[src/rtl/fb_port_arbiter.sv]
// fb_port_arbiter: shares one single-port framebuffer RAM between a buffered
// fire-and-forget pixel writer and a latency-sensitive display read port.
module fb_port_arbiter #(
  parameter int H_RES        = 640,
  parameter int PIX_PER_WORD = 8,
  parameter int ADDR_W       = 16,
  parameter int FIFO_DEPTH   = 4,
  parameter int STARVE_LIMIT = 8
) (
  input  logic              clk,
  input  logic              reset,
  input  logic [9:0]        wr_addr_x,
  input  logic [9:0]        wr_addr_y,
  input  logic [31:0]       wr_data,
  input  logic              wr_valid,
  input  logic              wr_frame_done,
  input  logic              rd_req,
  input  logic [9:0]        rd_addr_x,
  input  logic [9:0]        rd_addr_y,
  output logic              rd_grant,
  output logic [31:0]       rd_data,
  output logic              rd_data_valid,
  output logic              mem_en,
  output logic              mem_we,
  output logic [ADDR_W-1:0] mem_addr,
  output logic [31:0]       mem_wdata,
  input  logic [31:0]       mem_rdata,
  output logic              fifo_overflow,
  output logic              frame_ready
);

  localparam int WORDS_PER_LINE = H_RES / PIX_PER_WORD;
  localparam int PIX_SHIFT      = $clog2(PIX_PER_WORD);
  localparam int PTR_W          = (FIFO_DEPTH > 1) ? $clog2(FIFO_DEPTH) : 1;
  localparam int CNT_W          = $clog2(FIFO_DEPTH + 1);
  localparam int STV_W          = $clog2(STARVE_LIMIT + 1);

  typedef enum logic [1:0] {ST_RECEIVING, ST_DRAINING, ST_READY} frame_state_t;

  function automatic logic [ADDR_W-1:0] pix_to_addr(input logic [9:0] x, input logic [9:0] y);
    logic [31:0] lin;
    lin = 32'(y) * 32'(WORDS_PER_LINE) + 32'(x >> PIX_SHIFT);
    return lin[ADDR_W-1:0];
  endfunction

  logic [ADDR_W-1:0] fifo_addr_mem [FIFO_DEPTH];
  logic [31:0]       fifo_data_mem [FIFO_DEPTH];

  logic [PTR_W-1:0]  wr_ptr_q, wr_ptr_d, rd_ptr_q, rd_ptr_d;
  logic [CNT_W-1:0]  count_q, count_d;
  logic [STV_W-1:0]  starve_q, starve_d;
  logic              mem_en_q, mem_en_d, mem_we_q, mem_we_d;
  logic [ADDR_W-1:0] mem_addr_q, mem_addr_d;
  logic [31:0]       mem_wdata_q, mem_wdata_d;
  logic              rd_valid_q, rd_valid_d;
  logic              overflow_q, overflow_d;
  logic              frame_done_q, frame_done_d;
  frame_state_t      frame_state_q, frame_state_d;

  logic fifo_full, fifo_empty, force_wr, grant, pop, push;

  always_comb begin
    fifo_full  = (count_q == CNT_W'(FIFO_DEPTH));
    fifo_empty = (count_q == '0);
    force_wr   = fifo_full && (starve_q == STV_W'(STARVE_LIMIT));
    grant      = 1'b0;
    pop        = 1'b0;
    // No decisions while reset is asserted so rd_grant also reads 0.
    if (reset) begin
      if (force_wr)         pop   = 1'b1;
      else if (rd_req)      grant = 1'b1;
      else if (!fifo_empty) pop   = 1'b1;
    end
    push = reset && wr_valid && (!fifo_full || pop);

    wr_ptr_d = push ? PTR_W'(wr_ptr_q + 1'b1) : wr_ptr_q;
    rd_ptr_d = pop  ? PTR_W'(rd_ptr_q + 1'b1) : rd_ptr_q;
    count_d  = count_q + CNT_W'(push) - CNT_W'(pop);

    if (pop || !fifo_full) starve_d = '0;
    else if (grant)        starve_d = STV_W'(starve_q + 1'b1);
    else                   starve_d = starve_q;

    mem_en_d    = grant || pop;
    mem_we_d    = pop;
    mem_addr_d  = '0;
    mem_wdata_d = '0;
    if (pop) begin
      mem_addr_d  = fifo_addr_mem[rd_ptr_q];
      mem_wdata_d = fifo_data_mem[rd_ptr_q];
    end else if (grant) begin
      mem_addr_d  = pix_to_addr(rd_addr_x, rd_addr_y);
    end

    // RAM returns data the cycle after a registered read strobe.
    rd_valid_d   = mem_en_q && !mem_we_q;
    overflow_d   = overflow_q || (reset && wr_valid && !push);
    frame_done_d = wr_frame_done;

    frame_state_d = frame_state_q;
    unique case (frame_state_q)
      ST_RECEIVING: if (wr_frame_done && !frame_done_q) frame_state_d = ST_DRAINING;
      ST_DRAINING:  if (fifo_empty && !(mem_en_q && mem_we_q) && !wr_valid)
                      frame_state_d = ST_READY;
      ST_READY:     if (wr_valid) frame_state_d = ST_RECEIVING;
      default:      frame_state_d = ST_RECEIVING;
    endcase
  end

  always_ff @(posedge clk) begin
    if (push) begin
      fifo_addr_mem[wr_ptr_q] <= pix_to_addr(wr_addr_x, wr_addr_y);
      fifo_data_mem[wr_ptr_q] <= wr_data;
    end
  end

  always_ff @(posedge clk or negedge reset) begin
    if (!reset) begin
      wr_ptr_q      <= '0;
      rd_ptr_q      <= '0;
      count_q       <= '0;
      starve_q      <= '0;
      mem_en_q      <= 1'b0;
      mem_we_q      <= 1'b0;
      mem_addr_q    <= '0;
      mem_wdata_q   <= '0;
      rd_valid_q    <= 1'b0;
      overflow_q    <= 1'b0;
      frame_done_q  <= 1'b0;
      frame_state_q <= ST_RECEIVING;
    end else begin
      wr_ptr_q      <= wr_ptr_d;
      rd_ptr_q      <= rd_ptr_d;
      count_q       <= count_d;
      starve_q      <= starve_d;
      mem_en_q      <= mem_en_d;
      mem_we_q      <= mem_we_d;
      mem_addr_q    <= mem_addr_d;
      mem_wdata_q   <= mem_wdata_d;
      rd_valid_q    <= rd_valid_d;
      overflow_q    <= overflow_d;
      frame_done_q  <= frame_done_d;
      frame_state_q <= frame_state_d;
    end
  end

  assign rd_grant      = grant;
  assign rd_data_valid = rd_valid_q;
  assign rd_data       = rd_valid_q ? mem_rdata : 32'd0;
  assign mem_en        = mem_en_q;
  assign mem_we        = mem_we_q;
  assign mem_addr      = mem_addr_q;
  assign mem_wdata     = mem_wdata_q;
  assign fifo_overflow = overflow_q;
  assign frame_ready   = (frame_state_q == ST_READY);

endmodule

[config.mk]
export PLATFORM = sky130hd
export DESIGN_NAME = fb_port_arbiter
export DESIGN_NICKNAME = d
export VERILOG_FILES = /design/src/rtl/fb_port_arbiter.sv
export SDC_FILE = /design/constraint.sdc
export NUM_CORES = 1
export LEC_CHECK = 0
export BUFFER_PORTS_ARGS = -buffer_cell sky130_fd_sc_hd__buf_2
export CORE_MARGIN = 1.5
export CORE_UTILIZATION = 51
export CTS_CLUSTER_SIZE = 24
export DETAILED_ROUTE_END_ITERATION = 10
export GPL_TIMING_DRIVEN = 1
export PLACE_DENSITY = 0.77
export RECOVER_POWER = 100
export SLEW_MARGIN = 5
export SYNTH_ARGS = -nofsm -noshare
export SYNTH_HDL_FRONTEND = slang
export SYNTH_SLANG_ARGS = --single-unit
[constraint.sdc]
create_clock -name clk -period 3.4 [get_ports clk]
set_input_delay 1.02 -clock clk [delete_from_list [all_inputs] [get_ports clk]]
set_output_delay 1.02 -clock clk [all_outputs]
set_load 0.01 [all_outputs]
Word level (Yosys, flattened, before mapping)
Memory sizes are Yosys's and may differ from the RTL's.
Index checks and enable logic that the tools add are counted.
{"block": "op_classes", "addsub": 7, "n_mul": 2, "eq_ne": 7, "n_mux": 19, "reduce_logical": 22}
{"cell": "$mux W32", "count": 2}
{"cell": "$add A16 B7 Y16", "count": 2}
{"cell": "$mux W16", "count": 2}
{"cell": "$mul A10 B3 Y12 const B", "count": 2}
{"cell": "$logic_and A1 B1 Y1", "count": 9}
{"cell": "$mux W1", "count": 9}
{"cell": "$mux W4", "count": 2}
{"cell": "$logic_not A1 Y1", "count": 6}
{"cell": "$mux W2", "count": 3}
{"cell": "$ne A2 B2 Y1 const B", "count": 3}
{"cell": "$pmux W2 S3", "count": 1}
{"cell": "$add A2 B1 Y2 const B", "count": 2}
{"cell": "$add A4 B1 Y4 const B", "count": 1}
{"cell": "$eq A4 B4 Y1 const B", "count": 1}
{"cell": "$add A3 B1 Y3", "count": 1}
{"cell": "$eq A3 B3 Y1 const B", "count": 1}
{"cell": "$logic_not A3 Y1", "count": 1}
{"cell": "$logic_or A1 B1 Y1", "count": 3}
{"cell": "$reduce_and A3 Y1", "count": 1}
{"cell": "$sub A3 B1 Y3", "count": 1}
{"cell": "$eq A2 B1 Y1 const B", "count": 1}
{"cell": "$eq A2 B2 Y1 const B", "count": 1}
{"cell": "$logic_not A2 Y1", "count": 1}
{"cell": "$reduce_bool A2 Y1", "count": 1}
{"block": "totals", "ff_bits": 66, "mem_bits_rw": 192, "inputBits": 109, "output_inout_bits": 86, "wordCells": 71, "n_memories": 2}
{"memory": "fifo_data_mem", "depth": 4, "width": 32, "read_ports": 1, "rd_ports_with_merged_regs": 0, "wr": 1, "line_no": "47", "text": "logic [31:0] fifo_data_mem [FIFO_DEPTH];"}
{"memory": "fifo_addr_mem", "depth": 4, "width": 16, "read_ports": 1, "rd_ports_with_merged_regs": 0, "wr": 1, "line_no": "46", "text": "logic [ADDR_W-1:0] fifo_addr_mem [FIFO_DEPTH];"}

Longest topological paths before layout
Gate-level depths: netlist of the first run.
{"block": "depth", "word_depth": 10, "ltp_mapped": 13, "mapped_depth_nobuf": 13}

Worst setup path before layout of the first run
Ideal clock, no wire load.
{"block": "synth_path", "path_kind": "input-to-reg", "from": "input wr_addr_y[1]", "to": "memory fifo_addr_mem[0][15], data pin", "setup_time_ns": 0.272, "arrival_ns": 3.139, "required_time_ns": 3.128, "slack_ns": -0.010, "stages": 9, "path_buffers": 0, "path_cell_list": "ha_1 > ha_1 > inv_1 > fa_1 > nor4b_2 > nor4b_2 > nand3_1 > nand3b_1 > xnor2_1"}
{"block": "synth_via", "elab_chain_len": 2}
{"item": "start: declaration", "line_no": "13", "text": "input logic [9:0] wr_addr_y,"}
{"item": "$mul A10 B3 Y12", "line_no": "42", "text": "lin = 32'(y) * 32'(WORDS_PER_LINE) + 32'(x >> PIX_SHIFT);"}
{"item": "$add A16 B7 Y16", "line_no": "42"}
{"item": "end: declaration", "line_no": "46"}
No other way between the ends.

Worst setup path after layout of the first run
{"block": "layout_path", "from": "register count_q[1]", "to": "output rd_grant"}
{"block": "layout_via", "elab_chain_len": 4}
{"item": "start: declaration", "line_no": "50", "text": "logic [CNT_W-1:0] count_q, count_d;"}
{"item": "start signal: assignment", "line_no": "134", "text": "count_q <= count_d;"}
{"item": "$eq A3 B3 Y1", "line_no": "63", "text": "fifo_full = (count_q == CNT_W'(FIFO_DEPTH));"}
{"item": "$logic_and A1 B1 Y1", "line_no": "65", "text": "force_wr = fifo_full && (starve_q == STV_W'(STARVE_LIMIT));"}
{"item": "$mux W1", "line_no": "70", "text": "if (force_wr) pop = 1'b1;"}
{"item": "$mux W1", "line_no": "69", "text": "if (reset) begin"}
{"item": "end: declaration", "line_no": "20", "text": "output logic rd_grant,"}
No other way between the ends.

==> flow_summary.json, run 1 <==
{
  "status": "finished, violations left",
  "failed_checks": "capacitance limit",
  "syn-cell-area_um2": 11100,
  "area_delta_synth_final_pct": 19.9,
  "use_met1_pct": 23.6,
  "fin_util_pct": 62.8,
  "final-instance-count-excl-fill": 1185,
  "yosysSeqAreaShare_pct": 67.0,
  "cts_made_buffers": 25,
  "clock_skew_ns": 0.0132,
  "ir_drop_mv": 0.356,
  "drtIter0Drc": 265,
  "power_mw": 9.17,
  "grt_max_degree": 57,
  "cts_tree": "yes",
  "drt-total-wl_um": 21700,
  "cp-start-kind": "flop",
  "post_cts_resized": 0,
  "critPathKind": "reg2out",
  "leakage_nw": 5.07,
  "syn-instance-count": 656,
  "ys_ff_latch": 258,
  "initial_utilization_pct": 52.3,
  "detail-route-antenna-nets": 0,
  "grt_setup_unrepaired": "no",
  "yosys_warnings": 0,
  "syn-num-nets": 816,
  "vias": 6388,
  "fmax_mhz": 311,
  "via_per_inst": 5.39,
  "antenna_found_initial": 0,
  "use_met2_pct": 35.9,
  "slew_viol_final": 0,
  "end_kind": "primary output",
  "portBuffers": 188,
  "p_per_area_nw_per_um2": 690,
  "stdcell_area_um2": 13300,
  "dp_hpwl_um": 14600,
  "drive_gt1_share_pct": 24.2,
  "cap_violations": 1,
  "period_needed_ns": 3.21,
  "synthFlopType": "edfxtp_1",
  "drc_errors": 0,
  "cp_data_required_time_ns": 2.38,
  "fin_tns_setup_ns": 0,
  "hold_violations": 0,
  "io_pins": 195,
  "core_area_um2": 21200,
  "dpl_worst_slack_ns": -0.279,
  "clock_latency_ns": 0.53,
  "layout_common_cells": "edfxtp_1 (192), clkbuf_1 (119), buf_2 (81), dfrtp_1 (64), mux4_2 (48)",
  "h-tree-depth": 1,
  "die_x_um": 150,
  "worstPathArrival_ns": 2.19,
  "cts_buffer_depth": 3,
  "grt_first_pass_wirelength_um": 33600,
  "synth-edff-count": 192,
  "cts_root_buffer": "clkbuf_16",
  "row_count": 53,
  "timing.final.crit_share_pct": 94.4,
  "die_area_um2": 22600,
  "fin_nets": 1051,
  "synthArstFlopShare_pct": 25.6,
  "cts_sinks": 258,
  "clk_pin_slew_ns": 0.06,
  "post_drt_wl_per_cell_um": 18.3,
  "mostFrequentLayoutCell": "edfxtp_1",
  "firstDrtPassIters": 4,
  "grt_pass1_vias": 6496,
  "grt-busiest-layer": "met2",
  "critPathMaxFanout": 11,
  "nFillCells": 1561,
  "hold_path.class": "in2async",
  "grt_use_total_pct": 19.4,
  "place_area_um2": 12600,
  "slew_headroom_pct": 0.356,
  "use_met3_pct": 3.27,
  "die_h_um": 150,
  "place_congestion": 0.780,
  "syn_avg_cell_area_um2": 16.9,
  "setup_viol": 0,
  "n_antenna_cell": 0,
  "cts_hold_buf": 0,
  "dp.cells": 1139,
  "gr-total-overflow": 0,
  "postCtsSetupRepairBufs": 0,
  "reg2reg_slack_ns": 0.29,
  "whs_ns": 0.341,
  "setup_ws_ns": 0.189,
  "synth_cell_types": 66,
  "tightest_slew_ns": 1.49
}
==> sequential cells by signal (all words and copies together), names as in the netlist <==
name,count
count_q,3
fifo_addr_mem,64
fifo_data_mem,128
fifo_overflow,1
frame_done_q,1
frame_state_q,2
mem_addr,16
mem_en,1
mem_wdata,32
mem_we,1
rd_data_valid,1
rd_ptr_q,2
starve_q,4
wr_ptr_q,2
==> logic make-up (layout without fill, tap and decap cells) <==
kind of cell,count (synthesis),after routing,synth area share (%)
compound gates,62,62,4.10
xor+xnor,34,34,2.76
fa+ha+maj,51,51,6.10
flops,258,258,67.0
buf+inv,42,296,1.47
mux,50,50,9.99
simple gates,159,159,8.58
==> metal layers <==
metal  routed length [µm]  share of wire, %  up-vias
li1                     -                 -     2978
met1                 8610                40     3164
met2                11400                52      213
met3                 1430               6.6       33
met4                  340               1.6        0
met5                    0                 0        -
==> layout make-up <==
type	instances	area (µm²)	area share, %
timing repair buffer	229	1090	8.20
tap	275	344	2.59
inverter	21	78.8	0.594
clock inverter	10	189	1.42
sequential	258	7420	55.9
multi-input combinational	356	3470	26.1
clock buffer	36	687	5.17
==> final timing paths <==
| kind | start | to | depth (start not counted) |
|---|---|---|---|
| worst min register to register | frame_state_q[1]$_DFFE_PN0P_ | frame_state_q[0]$_DFFE_PN0P_ | 1 |
| worst max register to register | count_q[1]$_DFF_PN0_ | fifo_addr_mem[3][5]$_DFFE_PP_ | 7 |
| worst max-delay path | count_q[1]$_DFF_PN0_ | rd_grant | 5 |
| max in group asynchronous | reset | rd_ptr_q[0]$_DFFE_PN0P_ | 2 |
| min in group clk | frame_state_q[1]$_DFFE_PN0P_ | frame_state_q[0]$_DFFE_PN0P_ | 1 |
| worst min-delay path | reset | mem_we$_DFF_PN0_ | 1 |
==> cells in the mapped netlist (2+ instances only) <==
| library cell | n | area (µm²) |
|---|---|---|
| nand2b_1 | 2 | 12.5 |
| a211o_1 | 2 | 17.5 |
| o2111ai_1 | 2 | 17.5 |
| nor4b_1 | 2 | 17.5 |
| inv_1 | 19 | 71.3 |
| nand3_1 | 9 | 45.0 |
| nor3b_1 | 7 | 52.6 |
| a211oi_1 | 3 | 22.5 |
| o21ba_2 | 2 | 20.0 |
| clkbuf_1 | 17 | 63.8 |
| nand3b_1 | 3 | 22.5 |
| nand2_1 | 24 | 90.1 |
| nand4_1 | 3 | 18.8 |
| ha_1 | 46 | 576 |
| o21ai_0 | 10 | 50.1 |
| nor2_1 | 14 | 52.6 |
| xnor2_1 | 19 | 166 |
| buf_2 | 4 | 20.0 |
| nor3_1 | 5 | 25.0 |
| inv_2 | 2 | 7.51 |
| a22o_1 | 7 | 61.3 |
| fa_1 | 5 | 100 |
| mux4_2 | 48 | 1080 |
| o211ai_1 | 2 | 15.0 |
| o22ai_1 | 2 | 12.5 |
| a21oi_1 | 10 | 50.1 |
| edfxtp_1 | 192 | 5770 |
| o21ai_1 | 3 | 15.0 |
| nor2b_1 | 6 | 37.5 |
| and2_1 | 68 | 425 |
| a21o_1 | 3 | 22.5 |
| nor4b_2 | 2 | 30.0 |
| dfrtp_1 | 66 | 1650 |
| xor2_1 | 14 | 123 |
| or2_2 | 2 | 12.5 |
==> power breakdown <==
part,switching (mW),internal (mW),total (mW)
logic,0.991,1.04,2.03
clock network,1.11,1.79,2.91
registers,0.339,3.89,4.23
total,2.44,6.72,9.17
==> critical path, cell delays in order, from the launching register on <==
cell,delay [ns]
dfrtp_1,0.41
or3b_1,0.43
or3_1,0.41
nand3_2,0.23
inv_2,0.06
clkbuf_1,0.13
Note: power is estimated with default switching activity, not from simulation.
==> run 2, diff against run 1 <==
--- a/config.mk
+++ b/config.mk
@@ -11,7 +11,7 @@
 export CTS_CLUSTER_SIZE = 24
 export DETAILED_ROUTE_END_ITERATION = 10
 export GPL_TIMING_DRIVEN = 1
-export PLACE_DENSITY = 0.77
+export PLACE_DENSITY_LB_ADDON = 0.1
 export RECOVER_POWER = 100
 export SLEW_MARGIN = 5
 export SYNTH_ARGS = -nofsm -noshare
==> run 2 against run 1 <==
Against the previous run: the run ends with capacitance limit, slew limit left; die area stayed put; global-route usage is 0.19 points higher; worst setup slack worse by 0.021 ns; via count is 0.61% higher; combinational power hardly changed; first-iteration DRC count is 28% higher; routed wire length is 0.12% higher; non-clock buffer count is 2 lower; sequential share of layout area is 0.15 points higher; register-to-register slack worse by 0.07 ns; power is 2.1% lower.
==> flow_summary.json, run 2 (synthesized netlist as in run 1, its figures left out) <==
{
  "fin_nets": 1051,
  "leakage_nw": 5.07,
  "p_sw_share_pct": 27.5,
  "hold_violations": 0,
  "die_area_um2": 22600,
  "cpPeakStageDelay_ns": 0.43,
  "setup_viol": 0,
  "cap_violations": 2,
  "grt_pass1_vias": 6725,
  "nFillCells": 1589,
  "postCtsSetupRepairBufs": 0,
  "clock_skew_ns": 0.0176,
  "cts_hold_buf": 0,
  "die_h_um": 150,
  "initial_utilization_pct": 52.3,
  "tightest_slew_ns": 1.77,
  "power_frac_comb_pct": 22.9,
  "hold_path.class": "in2async",
  "grt_use_total_pct": 19.6,
  "cp-start-kind": "flop",
  "slew_headroom_pct": -18.3,
  "portBuffers": 188,
  "cts_root_buffer": "clkbuf_16",
  "largest-register": "fifo_data_mem",
  "r2r-end": "count_q[2]$_DFF_PN0_",
  "place_congestion": 0.815,
  "post_drt_wl_per_cell_um": 18.3,
  "cts_tree": "yes",
  "vias": 6427,
  "ir_drop_mv": 0.530,
  "grt_first_pass_wirelength_um": 33900,
  "dpl_worst_slack_ns": -0.283,
  "layout_common_cells": "edfxtp_1 (192), clkbuf_1 (115), buf_2 (84), dfrtp_1 (64), mux4_2 (48)",
  "fmax_mhz": 309,
  "p_int_mw": 6.50,
  "gr-total-overflow": 0,
  "critPathMaxFanout": 11,
  "drt-total-wl_um": 21800,
  "pwr-share-seq_pct": 47.0,
  "grt_max_degree": 51,
  "dp_hpwl_um": 14500,
  "critPathKind": "reg2out",
  "detail-route-antenna-nets": 0,
  "r2r_start": "count_q[1]$_DFF_PN0_",
  "io_pins": 195,
  "h-tree-depth": 1,
  "reg2reg_slack_ns": 0.22,
  "firstDrtPassIters": 4,
  "cp_data_required_time_ns": 2.38,
  "setup_ws_ns": 0.168,
  "stdcell_area_um2": 13200,
  "place_area_um2": 12600,
  "drtIter0Drc": 338,
  "post_cts_resized": 0,
  "period_needed_ns": 3.23,
  "status": "finished, violations left",
  "clock_latency_ns": 0.53,
  "mostFrequentLayoutCell": "edfxtp_1",
  "drc_errors": 0,
  "failed_checks": "capacitance limit, slew limit",
  "cts_buffer_depth": 3,
  "grt_setup_unrepaired": "no",
  "largest_register_ffs": 128,
  "critPathSlowestCell": "or3b_1",
  "slew_viol_final": 53,
  "antenna_found_initial": 2,
  "area_delta_synth_final_pct": 19.6,
  "net-switching-power_mw": 2.47,
  "end_kind": "primary output",
  "row_count": 53,
  "p_per_area_nw_per_um2": 677,
  "die_x_um": 150,
  "via_per_inst": 5.41,
  "path_cells": "or3b_1 -> or3_1 -> nand3_2 -> inv_1 -> clkbuf_2",
  "cts_sinks": 258,
  "r2r_cells": 11,
  "timing.final.crit_share_pct": 95.1,
  "drive_gt1_share_pct": 24.7,
  "clk_pin_slew_ns": 0.06,
  "cts_made_buffers": 27,
  "p_clk_share_pct": 30.2,
  "worstPathArrival_ns": 2.21,
  "core_area_um2": 21200
}
-- run 2: changes by cell type in the layout (fill, tap and decap cells not counted), moves of 4 or more --
cell       delta
and2_1        -4
clkbuf_1      -4
bufinv_16     -4
clkinv_2      +4
and2_0        +4
-- run 2: power by group through the flow --
stage	Combinational (mW)	Clock (mW)	Sequential [mW]
6_report	2.05	2.71	4.21
2_1_floorplan	1.53	0	4.13
3_3_place_gp	2.10	0	4.25
5_1_grt	2.26	2.89	4.27
4_1_cts	2.16	2.77	4.22
3_5_place_dp	2.15	0	4.28
-- run 2: layout make-up --
type	instances	area, µm²	area share [%]
flip-flops and latches	258	7420	56.0
multi-input cells	356	3490	26.3
repair buffers	227	1090	8.20
clock buffers	37	723	5.46
well taps	275	344	2.60
clock inverters	13	100	0.756
inverters	21	78.8	0.595
diodes	1	2.50	0.0189
-- run 2: per-layer routing --
layer	GRT usage, %	vias up	share of wire [%]
met4	5.64	2	2.3
li1	-	2975	-
met3	3.70	36	7.3
met2	35.0	227	50
met5	0	-	0.060
met1	24.3	3187	41
-- run 2: critical path, delay by kind of cell, from the launching register on --
family | cells | cell delay [ns]
DFF | 1 | 0.41
buffers and inverters | 2 | 0.22
and+or+nand+nor | 3 | 1.07
-- run 2: worst max path at each step --
| stage | startpoint | end | slack, ns | cells after the start |
|---|---|---|---|---|
| final | count_q[1]$_DFF_PN0_ | rd_grant | 0.17 | 5 |
| after CTS | count_q[1]$_DFF_PN0_ | rd_grant | 0.20 | 5 |
| after global routing | count_q[1]$_DFF_PN0_ | rd_grant | 0.05 | 5 |
| after global placement | wr_addr_y[1] | fifo_addr_mem[0][15]$_DFFE_PP_ | -0.16 | 10 |
| after floorplan | wr_addr_y[1] | fifo_addr_mem[0][15]$_DFFE_PP_ | 0.01 | 9 |
| after detailed placement | wr_addr_y[1] | fifo_addr_mem[3][15]$_DFFE_PP_ | -0.28 | 10 |
-- run 2: stage by stage --
step / utilization [%] / setup TNS (ns) / power [mW] / hold slack (ns) / std cells
2_1_floorplan: - / 0 / 5.66 / 0.409 / 656
3_3_place_gp: 59.6 / -1.15 / 6.35 / 0.419 / 1137
3_5_place_dp: 59.6 / -2.77 / 6.43 / 0.430 / 1137
4_1_cts: 63.4 / 0 / 9.15 / 0.360 / 1187
5_1_grt: 62.6 / 0 / 9.43 / 0.379 / 1188
6_report: 62.6 / 0 / 8.97 / 0.375 / 1188
